===== src/rtl/int2flt_pkg.sv =====
// int2flt_pkg
//   Shared types and constants for the 8.8 fixed-point -> half-float sequencer.
//   state_t    : sequencer FSM states
//   FLT_BIAS   : half-float exponent bias
//   FIX_FRAC   : fractional bits of the 8.8 operand
//   EXP_TOP    : exponent when the operand MSB is already at bit 15
//   ZERO_FLT   : encoding written for a zero operand
//   exp_field(): biased exponent for a given normalization shift count
package int2flt_pkg;

    typedef enum logic [2:0] {
        IDLE,
        RD_LO,
        RD_HI,
        NORM,
        PACK,
        WR_LO,
        WR_HI,
        DONE
    } state_t;

    localparam int          FLT_BIAS = 15;
    localparam int          FIX_FRAC = 8;
    localparam int          EXP_TOP  = FLT_BIAS + FIX_FRAC - 1;
    localparam logic [15:0] ZERO_FLT = 16'h0000;

    // Each left shift during normalization lowers the exponent by one.
    // cnt never exceeds 15, so the result stays in 7..22.
    function automatic logic [4:0] exp_field(input logic [3:0] cnt);
        return 5'(EXP_TOP) - {1'b0, cnt};
    endfunction

endpackage


===== src/rtl/int2flt_pack.sv =====
// int2flt_pack
//   Combinational packer: assembles the half-float word from the
//   normalized magnitude.
//   sign : operand sign bit
//   zero : operand was zero (forces ZERO_FLT)
//   cnt  : number of normalization shifts applied
//   mag  : normalized magnitude, mag[15] is the implicit leading one
//   res  : {sign, exp[4:0], mant[9:0]}, mantissa truncated
module int2flt_pack
    import int2flt_pkg::*;
(
    input  logic        sign,
    input  logic        zero,
    input  logic [3:0]  cnt,
    input  logic [15:0] mag,
    output logic [15:0] res
);

    // The hidden bit and the bits below the 10-bit mantissa are dropped
    // (truncation, no rounding).
    logic unused_mag;
    assign unused_mag = ^{mag[15], mag[4:0]};

    assign res = zero ? ZERO_FLT : {sign, exp_field(cnt), mag[14:5]};

endmodule


===== src/rtl/int2flt_sequencer.sv =====
// int2flt_sequencer
//   Start/done accelerator that reads a 16-bit 8.8 fixed-point operand from
//   data_mem, converts it to an IEEE half layout float (bias 15, truncated
//   mantissa) by shifting one bit per clock, and writes the result back.
//   clk         : clock, rising edge
//   reset       : asynchronous active-low reset
//   start       : conversion request, honoured only in IDLE or DONE
//   done        : high in DONE until the next accepted start
//   mem_addr    : data_mem address, decoded from the state
//   mem_rd_data : data_mem combinational read data for mem_addr
//   mem_wr_en   : data_mem write enable, high only in WR_LO / WR_HI
//   mem_wr_data : data_mem write data
module int2flt_sequencer
    import int2flt_pkg::*;
#(
    parameter int AW       = 8,
    parameter int IN_ADDR  = 0,
    parameter int OUT_ADDR = 2
) (
    input  logic          clk,
    input  logic          reset,
    input  logic          start,
    output logic          done,
    output logic [AW-1:0] mem_addr,
    input  logic [7:0]    mem_rd_data,
    output logic          mem_wr_en,
    output logic [7:0]    mem_wr_data
);

    state_t      state_q,   state_d;
    logic [7:0]  lo_q,      lo_d;
    logic        sign_q,    sign_d;
    logic        zero_q,    zero_d;
    logic [15:0] mag_q,     mag_d;
    logic [3:0]  cnt_q,     cnt_d;
    logic [15:0] res_q,     res_d;
    logic        done_q,    done_d;
    logic        wr_en_q,   wr_en_d;
    logic [7:0]  wr_data_q, wr_data_d;

    logic [15:0] x;
    logic [15:0] pack_res;

    // Full operand during RD_HI: high byte straight from memory, low byte latched.
    assign x = {mem_rd_data, lo_q};

    int2flt_pack u_pack (
        .sign (sign_q),
        .zero (zero_q),
        .cnt  (cnt_q),
        .mag  (mag_q),
        .res  (pack_res)
    );

    always_comb begin
        // NOTE: every _d gets a default first, so no latches are inferred.
        state_d   = state_q;
        lo_d      = lo_q;
        sign_d    = sign_q;
        zero_d    = zero_q;
        mag_d     = mag_q;
        cnt_d     = cnt_q;
        res_d     = res_q;
        done_d    = 1'b0;
        wr_en_d   = 1'b0;
        wr_data_d = 8'h00;

        unique case (state_q)
            IDLE: begin
                if (start) state_d = RD_LO;
            end
            RD_LO: begin
                lo_d    = mem_rd_data;
                state_d = RD_HI;
            end
            RD_HI: begin
                sign_d  = x[15];
                // Two's complement negate; 0x8000 maps onto itself, which is
                // already the correct magnitude when read as unsigned.
                mag_d   = x[15] ? (~x + 16'd1) : x;
                cnt_d   = 4'd0;
                zero_d  = (x == 16'h0000);
                state_d = (x == 16'h0000) ? PACK : NORM;
            end
            NORM: begin
                if (mag_q[15]) begin
                    state_d = PACK;
                end else begin
                    mag_d = {mag_q[14:0], 1'b0};
                    cnt_d = cnt_q + 4'd1;
                end
            end
            PACK: begin
                // Write strobe and low byte are registered one cycle ahead so
                // they are valid for the whole WR_LO cycle.
                res_d     = pack_res;
                wr_en_d   = 1'b1;
                wr_data_d = pack_res[7:0];
                state_d   = WR_LO;
            end
            WR_LO: begin
                wr_en_d   = 1'b1;
                wr_data_d = res_q[15:8];
                state_d   = WR_HI;
            end
            WR_HI: begin
                done_d  = 1'b1;
                state_d = DONE;
            end
            DONE: begin
                if (start) begin
                    state_d = RD_LO;
                end else begin
                    done_d = 1'b1;
                end
            end
            default: state_d = IDLE;
        endcase
    end

    always_ff @(posedge clk or negedge reset) begin
        if (!reset) begin
            state_q   <= IDLE;
            lo_q      <= 8'h00;
            sign_q    <= 1'b0;
            zero_q    <= 1'b0;
            mag_q     <= 16'h0000;
            cnt_q     <= 4'd0;
            res_q     <= 16'h0000;
            done_q    <= 1'b0;
            wr_en_q   <= 1'b0;
            wr_data_q <= 8'h00;
        end else begin
            // NOTE: non-blocking assignments so every flop samples pre-edge values.
            state_q   <= state_d;
            lo_q      <= lo_d;
            sign_q    <= sign_d;
            zero_q    <= zero_d;
            mag_q     <= mag_d;
            cnt_q     <= cnt_d;
            res_q     <= res_d;
            done_q    <= done_d;
            wr_en_q   <= wr_en_d;
            wr_data_q <= wr_data_d;
        end
    end

    always_comb begin
        mem_addr = AW'(IN_ADDR);
        unique case (state_q)
            RD_HI:   mem_addr = AW'(IN_ADDR + 1);
            WR_LO:   mem_addr = AW'(OUT_ADDR);
            WR_HI:   mem_addr = AW'(OUT_ADDR + 1);
            default: mem_addr = AW'(IN_ADDR);
        endcase
    end

    assign done        = done_q;
    assign mem_wr_en   = wr_en_q;
    assign mem_wr_data = wr_data_q;

endmodule


===== config.mk =====
export PLATFORM = sky130hd
export DESIGN_NAME = int2flt_sequencer
export DESIGN_NICKNAME = d
export VERILOG_FILES = /design/src/rtl/int2flt_pkg.sv /design/src/rtl/int2flt_pack.sv /design/src/rtl/int2flt_sequencer.sv
export SDC_FILE = /design/constraint.sdc
export NUM_CORES = 1
export LEC_CHECK = 0
export ABC_AREA = 1
export CORE_MARGIN = 10
export CORE_UTILIZATION = 63
export CTS_BUF_LIST = sky130_fd_sc_hd__clkbuf_2
export DETAILED_ROUTE_END_ITERATION = 10
export GPL_TIMING_DRIVEN = 0
export MAX_ROUTING_LAYER = met4
export PLACE_DENSITY = 0.92
export SLEW_MARGIN = 15
export SYNTH_ARGS = -nofsm -noshare
export SYNTH_HDL_FRONTEND = slang
export SYNTH_SLANG_ARGS = --single-unit

===== constraint.sdc =====
create_clock -name clk -period 3.2 [get_ports clk]
set_input_delay 0.64 -clock clk [delete_from_list [all_inputs] [get_ports clk]]
set_output_delay 0.64 -clock clk [all_outputs]
set_load 0.01 [all_outputs]

* Word-level counts from Yosys, hierarchy flattened
Index checks and enable logic that the tools add are counted.
** Cells by class
- Add/sub/neg operators :: 3
- Equality and inequality tests :: 10
- Multiplexer cells :: 15
- Bitwise gates (word level) :: 1
- Reductions and logical operators :: 7
** Operators with widths (number)
- $mux 16 :: 3
- $pmux 16 s2 :: 1
- $pmux 3 s7 :: 1
- $add 16x1->16 const B :: 1
- $logic_not 16->1 :: 1
- $not 16->16 :: 1
- $pmux 8 s2 :: 1
- $eq 3x3->1 const B :: 4
- $mux 3 :: 3
- $pmux 4 s2 :: 1
- $eq 3x2->1 const B :: 2
- $pmux 2 s3 :: 1
- $sub 5x4->5 const A :: 1
- $add 4x1->4 const B :: 1
- $mux 4 :: 1
- $ne 2x2->1 const B :: 2
- $reduce_and 2->1 :: 2
- $reduce_or 2->1 :: 2
- $eq 3x1->1 const B :: 1
- $logic_not 3->1 :: 1
- $mux 1 :: 2
- $ne 2x1->1 const B :: 1
- $pmux 1 s2 :: 1
- $reduce_bool 2->1 :: 1
** Storage, ports and cells
- Flip-flop bits (word level) :: 59
- Input bits :: 11
- Output and inout bits :: 18
- Logic and storage cells :: 47

* Depth between registers and ports, before layout
Gate-level depths: netlist (run 1).
- Depth after elaboration :: 4
- Depth in mapped cells :: 9
- Depth with buffers taken out :: 9

* By module
A second synthesis (run 1) with hierarchy kept.
** Second synthesis, totals
- Cells, all modules :: 338
- Area, all modules :: 2807.7 um2
** By module, submodules not included
- int2flt_sequencer :: instances 1, cells each 299, area an instance 2635.0 um2, seq. area each 1276.2 um2
- int2flt_pack :: instances 1, cells each 39, area an instance 172.7 um2, seq. area each 0.0 um2

* Least setup slack after synthesis (run 1)
No wires, ideal clock.
- Kind :: register to output
- From :: reg state_q[0]
- To :: out mem_addr[1]
- Data arrival time :: 0.869 ns
- Data required time :: 2.560 ns
- Path slack :: 1.691 ns
- Stages on the path, launching flop included :: 4
- Path buffers :: 0
- Cells stage by stage :: dfrtp_1 nand2_2 nand2_1 a21oi_1
** On the way
- Longest elaborated chain between the ends :: 2
- Elaborated cells between the ends (all ways) :: 4
- Classes of those cells :: eq/ne: 3; mux: 1
** RTL lines
- from (decl) :: RTL line int2flt_sequencer.sv:30 : state_t state_q, state_d;
- from (signal assigned) :: RTL line int2flt_sequencer.sv:135 : state_q <= state_d;
- $eq 3x3->1 / $eq 3x2->1 (equally long branches) :: RTL line int2flt_sequencer.sv:150 : unique case (state_q)
- $pmux 2 s3 (*) :: RTL line int2flt_sequencer.sv:150
- to (decl) :: RTL line int2flt_sequencer.sv:24 : output logic [AW-1:0] mem_addr,
Mark *: on every way between the ends. The rest lies on a longest branch, timed or not.

* Worst setup path in the final report (run 1)
Same ends and word-level chain as after synthesis.

==> run_results.csv, run 1 <==
group,metric,value,unit
outcome,status,"finished, final reports clean",
yosys,postSynthCellCount,321,
sta,slew_viol_final,0,
layout,area_growth,14.45,%
grt,antenna_found_initial,0,
placement,port_buffers,22,
floorplan,start_util,0.6574,
hold_path,hold_path_class,"primary input to async pin",
sta,rsz0062_at_grt,"false",
sta,fin_crit,2.568,ns
placement,place_hpwl,4646,um
yosys,yosysTopAreaCell,"dfrtp_1",
route,via_per_inst,5.602,
placement,gp_congestion,0.9596,
route,drtAntennaViolNets,0,
critical_path,max_stage_delay,0.57,ns
grt,grtUsageTotal,0.1806,
yosys,synth_seq_area_share,0.4784,
layout,fin_nets,370,
floorplan,io_pins,29,
yosys,synth_top_area_frac,0.4784,
sta,fin_skew,0.02048,ns
pwr,pwr-share-seq,0.366,
clocking,clock_sinks,51,
critical_path,path_cells,"nand2_2 -> nand2_1 -> a21oi_1 -> clkdlybuf4s50_1",
clocking,numCtsBuffers,5,
critical_path,cp_top_family,"buffers and inverters",
layout,instances_no_fill,407,
yosys,ys_ff_latch,51,
floorplan,die_area,7237,um^2
grt,grt_pass1_vias,2302,
critical_path,path_class,"flip-flop to output pin",
route,routed_wl,6072,um
critical_path,rrSetupSlack,1.54,ns
pwr,pwr-share-clk,0.115,
clocking,cts_hold_buf,0,
critical_path,path_buf_inv,1,
sta,hold_violations,0,
yosys,synth_area,2668,um^2
critical_path,worst-endpoint-required,2.56,ns
pwr,switching_share,0.4488,
clocking,clk_pin_slew,0.25,ns
yosys,netlist_top_cells_area,"dfrtp_1 (48%), nand2_1 (9.8%), nand3_1 (6.4%), inv_1 (4.5%), nor2_1 (3.5%)",
run,drv_cap,0,
critical_path,r2r-start,"lo_q[0]",
critical_path,cp_num_cells,4,
clocking,cts_max_level,2,
critical_path,reg2reg_depth,8,
clocking,cts_root_buf,"clkbuf_2",
clocking,clockBufferDepth,2,
pwr,power.switching,1.336,mW
grt,grt_pass1_wl,10520,um
floorplan,num_rows,23,
route,wl_per_cell,14.92,um
sta,tns,0,ns
critical_path,r2r-end,"mag_q[12]",
pwr,vdd_drop_max,0.0006371,V
clocking,cts_tree,"built",
pwr,power_per_cell_area,975.2,nW/um^2
critical_path,worstPathMaxFanout,5,
yosys,synth_edf_count,0,
clocking,post_cts_resized,0,
critical_path,start_kind,"flip-flop",
sta,fin_crit_sh,0.8024,
layout,diodes,0,
critical_path,crit_start,"state_q[0]",
yosys,yosysUniqueCellTypes,32,
critical_path,end_kind,"output pin",
layout,final_util,0.7524,
floorplan,die_x,85.07,um
yosys,ys.warnings.count,0,
sta,setup_viol,0,
critical_path,crit_slowest_cell,"clkdlybuf4s50_1",
sta,clock.fmax,389.5,MHz
route,drc,0,
grt,grt_max_degree,37,
yosys,synth_most_common_cell,"nand2_1",
floorplan,core-area,4058,um^2
yosys,synthArstFlopShare,1.000,
grt,grt-ovfl-total,0,
yosys,synthTopCellsByCount,"nand2_1 (70), dfrtp_1 (51), nand3_1 (34)",
pwr,comb_power_share,0.519,
critical_path,endpoint,"mem_addr[1]",
route,dr.pass1.iters,4,
pwr,p_int,1.641,mW
clocking,insertion_delay,0.46,ns
route,vias,2280,
yosys,synth-main-ff-cell,"dfrtp_1",
route,drtIter0Drc,160,
critical_path,worstPathArrival,1.93,ns
yosys,synth_area_per_cell,8.310,um^2
pwr,p_leak,1.473,nW
floorplan,die_h,85.07,um
placement,dp.cells,399,
clocking,postCtsSetupBuffers,0,
layout,drive_above_1_share,0.1401,
## per-layer routing
metal	up-vias	wire length [um]	track usage	part of all wire
li1	1121	-	-	-
met2	74	2936	0.2929	0.48
met5	-	0	-	0
met4	0	99	0.06886	0.016
met3	10	340	0.04302	0.056
met1	1075	2694	0.2117	0.44
## power by group through the flow
| stage | Clock, mW | Sequential, mW | Combinational (mW) |
|---|---|---|---|
| floorplan | 0 | 1.07 | 1.14 |
| global placement | 0 | 1.09 | 1.47 |
| detailed placement | 0 | 1.10 | 1.54 |
| CTS | 0.349 | 1.09 | 1.54 |
| global route | 0.373 | 1.12 | 1.73 |
| finish | 0.341 | 1.09 | 1.55 |
## sequential cells by signal (all words and copies together), names as in the netlist
signal	flops
mag_q	16
lo_q	8
mem_wr_data	8
res_q	8
cnt_q	4
state_q	3
done	1
mem_wr_en	1
sign_q	1
zero_q	1
## cell usage in the layout (no fill, tap or decap), types with 7 or more instances in the layout
| master | netlist | routed |
|---|---|---|
| nand2_1 | 70 | 70 |
| dfrtp_1 | 51 | 51 |
| nand3_1 | 34 | 34 |
| inv_1 | 32 | 32 |
| nor2_1 | 25 | 25 |
| clkdlybuf4s50_1 | 0 | 21 |
| o21ai_0 | 15 | 15 |
| o22ai_1 | 15 | 15 |
| a21oi_1 | 13 | 13 |
| a21oi_2 | 8 | 8 |
| buf_4 | 7 | 7 |
## layout make-up
class / instances / area, um^2
repair buffers: 23 / 235.2
clock buffers: 5 / 25.02
fillers: 310 / 1005
well taps: 50 / 62.56
clock inverters: 3 / 43.79
inverters: 38 / 146.4
plain buffers: 15 / 116.4
flip-flops and latches: 51 / 1276
multi-input cells: 222 / 1147
## cell families (layout without fill, tap and decap cells)
family                     Yosys count  after routing  share of synthesized area
DFF                                 51             51                     0.4784
xor gates and xnor gates             3              3                   0.009852
AOI/OAI and AO/OA                   68             68                     0.1599
other                                1              6                   0.001406
and+or+nand+nor                    142            142                     0.2378
adders and majority gates            3              3                    0.01407
buffers and inverters               53             84                    0.09849
## worst min path at each step
stage | cells after the start | slack, ns | from | end
after floorplan | 0 | 0.34 | reset | cnt_q[0]
after global placement | 2 | 0.47 | sign_q | sign_q
after detailed placement | 1 | 0.49 | zero_q | zero_q
after CTS | 1 | 0.05 | reset | mag_q[0]
after global routing | 1 | 0.05 | reset | mag_q[2]
final | 1 | 0.05 | reset | mag_q[3]
## metrics by stage
step | hold WS, ns | cell area [um^2] | power (mW) | setup WS (ns)
6_report | 0.05209 | 3053 | 2.977 | 0.6323
5_1_grt | 0.04793 | 3053 | 3.219 | 0.5200
4_1_cts | 0.05149 | 3053 | 2.980 | 0.6098
3_5_place_dp | 0.4905 | 2984 | 2.636 | 1.148
3_3_place_gp | 0.4718 | 2969 | 2.558 | 0.07150
2_1_floorplan | 0.3444 | 2686 | 2.208 | 1.691
Power figures use the tool's default switching activity.
==> inputs of run 2 (changes only) <==
CORE_UTILIZATION = 58   (was 63)
PLACE_DENSITY = 0.86   (was 0.92)
clock period = 2.4 ns   (was 3.2 ns; I/O delays follow)
==> run 2 against run 1 <==
  * Via count fell by 0.48%
  * Count of clock-buffer cells in the layout is the same
  * Utilization shrank 5.9 points
  * The run now ends with negative hold slack left
  * Clock skew increased by 0.0035 ns
  * First-iteration DRC count is 1.9% lower
==> run_results.csv, run 2 (synthesis results as in run 1) <==
group,metric,value,unit
layout,fin_area,3063,um^2
grt,grt-ovfl-total,0,
layout,largest_reg_flops,16,
grt,antenna_found_initial,0,
placement,dp.cells,401,
placement,place_area,2987,um^2
clocking,numCtsBuffers,5,
critical_path,end_kind,"output pin",
sta,fin_crit_sh,0.9152,
layout,mostFrequentLayoutCells,"nand2_1 (70), dfrtp_1 (49), nand3_1 (34)",
clocking,cts_tree,"built",
sta,fin_crit,2.196,ns
clocking,clockBufferDepth,2,
critical_path,worstPathMaxFanout,4,
placement,port_buffers,22,
placement,place_hpwl,4576,um
layout,instances_no_fill,412,
floorplan,io_pins,29,
floorplan,start_util,0.6043,
route,drtIter0Drc,157,
layout,diodes,0,
sta,slew_viol_final,0,
critical_path,max_stage_delay,0.54,ns
grt,grt_pass1_vias,2151,
sta,setup_viol,0,
floorplan,die_h,87.82,um
sta,fin_ws,0.2035,ns
layout,largest_register,"mag_q",
sta,hold_ws,-0.01021,ns
hold_path,hold_path_class,"primary input to async pin",
route,routed_wl,6068,um
pwr,power_per_cell_area,1277,nW/um^2
critical_path,path_buf_inv,2,
sta,rsz0062_at_grt,"false",
sta,clock.fmax,455.3,MHz
layout,fin_nets,373,
route,vias,2269,
critical_path,cp_top_family,"buffers and inverters",
layout,final_util,0.6939,
clocking,cts_max_level,2,
sta,hold_violations,8,
pwr,p_total,3.911,mW
critical_path,worstPathArrival,1.72,ns
clocking,cts_root_buf,"clkbuf_2",
route,wl_per_cell,14.73,um
sta,fin_skew,0.02394,ns
grt,grtUsageTotal,0.1681,
floorplan,die_x,87.82,um
critical_path,crit_slowest_cell,"clkdlybuf4s50_1",
sta,tns,0,ns
placement,pre_cts_slack,0.4916,ns
route,drtAntennaViolNets,0,
layout,fillCellCount,371,
critical_path,path_cells,"buf_4 -> nor2_4 -> clkdlybuf4s50_1",
floorplan,core-area,4414,um^2
clocking,clock_sinks,51,
critical_path,start_kind,"flip-flop",
route,dr.pass1.iters,4,
sta,relSlewSlack,0.5874,
floorplan,num_rows,24,
floorplan,die_area,7711,um^2
route,drc,0,
clocking,cts_hold_buf,0,
outcome,status,"complete, but fails checks",
placement,gp_congestion,0.9604,
outcome,violations,"negative hold slack",
grt,grt_max_degree,27,
sta,worstMarginPinSlew,0.6189,ns
pwr,vdd_drop_max,0.0008277,V
layout,drive_above_1_share,0.1528,
grt,grt_pass1_wl,10180,um
pwr,p_leak,1.482,nW
clocking,insertion_delay,0.45,ns
run,drv_cap,0,
clocking,clk_pin_slew,0.29,ns
critical_path,path_class,"flip-flop to output pin",
critical_path,worst-endpoint-required,1.92,ns
layout,final_common_cell,"nand2_1",
layout,area_growth,14.82,%
route,via_per_inst,5.507,
## run 2: path summary, 6_finish.rpt
path | startpoint | to | slack [ns] | depth (start not counted)
worst max-delay path | state_q[0] | mem_addr[0] | 0.20 | 3
worst max register to register | lo_q[0] | state_q[2] | 0.74 | 8
worst min register to register | sign_q | sign_q | 0.53 | 2
min in group clk | sign_q | sign_q | 0.53 | 2
worst min-delay path | reset | mag_q[8] | -0.01 | 1
max in group asynchronous | reset | state_q[0] | 1.84 | 2
## run 2: final cells by class
class | instances | area, um^2 | area share
sequential | 51 | 1279 | 0.4175
multi-input combinational | 222 | 1147 | 0.3746
timing repair buffer | 26 | 260.3 | 0.08497
inverter | 38 | 146.4 | 0.04779
buffer | 15 | 116.4 | 0.03799
tap | 52 | 65.06 | 0.02124
clock buffer | 5 | 25.02 | 0.008170
clock inverter | 3 | 23.77 | 0.007761
## run 2: power breakdown
group | internal [mW] | switching (mW) | total [mW]
combinational | 0.825 | 1.28 | 2.10
clock | 0.0747 | 0.295 | 0.370
sequential | 1.22 | 0.224 | 1.44
## run 2: timing repair
item	in CTS	in global routing
buffers inserted	2	1
resized for setup	1	2
endpoints found under the setup margin	1	1
## run 2: per-layer routing
metal,share of wire,wire length (um),GRT usage,up-vias
li1,-,-,-,1120
met1,0.46,2791,0.2200,1080
met2,0.47,2837,0.2606,63
met3,0.058,351,0.02693,6
met4,0.014,87,0.05217,0
met5,0,0,-,-
==> variant: new RTL, settings of run 2 <==
`res_q` no longer has a reset.
--- a/src/rtl/int2flt_sequencer.sv
+++ b/src/rtl/int2flt_sequencer.sv
@@ -127,5 +127,4 @@
             mag_q     <= 16'h0000;
             cnt_q     <= 4'd0;
-            res_q     <= 16'h0000;
             done_q    <= 1'b0;
             wr_en_q   <= 1'b0;
@@ -139,9 +138,12 @@
             mag_q     <= mag_d;
             cnt_q     <= cnt_d;
-            res_q     <= res_d;
             done_q    <= done_d;
             wr_en_q   <= wr_en_d;
             wr_data_q <= wr_data_d;
         end
+    end
+
+    always_ff @(posedge clk) begin
+        res_q <= res_d;
     end
 
Formal check against the unedited RTL: same outputs for any inputs over 10 cycles, from zero or initial values and one cycle with reset low; that may be too few to reach the edited logic, so the function may still have changed.
==> variant against run 2 <==
Non-clock buffer count is 3 lower; via count is 1.8% lower; wire length is 4.0% lower; total power is 4.3% lower; final area is 0.98% lower; sequential cell count stayed put; final cell count is 3.6% lower; worst setup slack worse by 0.013 ns; sequential power is 5% higher; area after synthesis is 2.2% lower; largest power group unchanged.
==> variant: results (changes against run 2) <==
dpl cells - 388 (-3.2%)
CTS buffer count - 5 (unchanged)
Pleak - 1.48 nW (-0.38%)
WL met1 - 2610 um (-6.5%)
WL/cell - 14.7 um (-0.38%)
routability cong. - 0.889 (-7.4%)
Vias/cell - 5.61 (+1.9%)
register area share after synthesis - 0.504 (+0.0259)
actual slew at the worst max-slew pin - 0.546 ns (-0.0734 ns)
Routed met2 length - 2730 um (-3.9%)
input/output buffers - 22 (unchanged)
hpwl dp - 4370 um (-4.5%)
status - complete, no violations
pre-CTS WS - 0.509 ns (+0.0172 ns)
critical path fanouts, max - 8 (+4)
clk root buf - clkbuf_2
Post-synth EDFFs - 8 (+8)
met1 Usage GRT - 0.204 (-0.0157)
met3 global-route usage - 0.0365 (+0.00959)
clock transition at the registers of the reported paths - 0.23 ns (-0.06 ns)
met2 Usage GRT - 0.258 (-0.00209)
TritonRoute pass-1 iters - 6 (+2)
Synth area leaders - dfrtp_1, nand2_1, edfxtp_1, nand3_1, inv_1
htree depth - 2 (unchanged)
top routing layer in use - met4
Reg2Reg Setup Slack - 0.65 ns (-0.09 ns)
vias after detailed routing - 2229 (-1.8%)
first-pass GRT wire length - 9850 um (-3.3%)
all-layer global routing usage - 0.163 (-0.00472)
Worst IR Drop VDD - 0.546 mV (-34%)
Final Skew - 0.00577 ns (-0.0182 ns)
most flop-heavy register - mag_q
drt initial violations - 124 (-21%)
Synth cell types - 32 (unchanged)
synth cell count leaders - nand2_1, dfrtp_1, nand3_1
worst hold slack - 0.485 ns (+0.495 ns)
largest net degree at the start of global routing - 26 (-3.7%)
Cell Area, Placed - 0.00293 mm^2 (-1.9%)
layout cells sized above 1 - 0.110 (-0.0426)
setup bufs post-CTS - 0 (-2)
Mapped Cells - 308 (-4.0%)
worst skew pair latency - 0.42 ns (-0.03 ns)
asr flop ratio synth - 0.843 (-0.157)
DR WL met3 - 393 um (+12%)
worst r2r path cells - 10 (+2)
nets@finish - 357 (-4.3%)
-- variant: worst max path at each step --
stage / startpoint / to / slack [ns] / depth (start not counted)
2_1_floorplan: lo_q[0]$_DFFE_PN0N_ / state_q[1]$_DFFE_PN0P_ / 1.0 / 9
3_3_place_gp: reset / state_q[1]$_DFFE_PN0P_ / -0.29 / 1
3_5_place_dp: mem_rd_data[7] / state_q[1]$_DFFE_PN0P_ / 0.51 / 7
4_1_cts: state_q[0]$_DFFE_PN0P_ / mem_addr[1] / 0.03 / 3
5_1_grt: state_q[1]$_DFFE_PN0P_ / mem_addr[0] / 0.1 / 4
6_report: state_q[1]$_DFFE_PN0P_ / mem_addr[0] / 0.19 / 4
-- variant: repair_timing --
| item | 4_1_cts | 5_1_grt |
|---|---|---|
| gates resized for setup | 0 | 2 |
| hold buffers | 1 | 0 |
| setup endpoints to repair | 0 | 1 |
| hold endpoints to repair | 18 | 0 |
-- variant: kinds of logic after synthesis --
group	after synthesis	share of synthesized area
and+or+nand+nor	146	0.255
other	1	0.00144
adders and majority gates	2	0.00959
xor gates and xnor gates	1	0.00336
AOI/OAI and AO/OA	52	0.129
buffers and inverters	55	0.0973
DFF	51	0.504
-- variant: cell type report --
type | count | area (um^2)
fill | 361 | 1320
clock buffer | 6 | 30.0
timing repair buffer | 24 | 248
sequential | 51 | 1320
tap | 52 | 65.1
buffer | 14 | 97.6
clock inverter | 2 | 60.1
inverter | 41 | 156
multi-input combinational | 207 | 1060
-- variant: where the power goes --
group | leakage, nW | switching, mW | internal (mW)
clock | 0.0532 | 0.262 | 0.285
sequential | 0.611 | 0.256 | 1.25
combinational | 0.812 | 1.01 | 0.678
-- variant: worst max-delay path: cells and delay by family, from the launching register on --
kind | cells | cell delay [ns]
simple gates | 1 | 0.12
flops | 1 | 0.38
buf+inv | 3 | 0.81
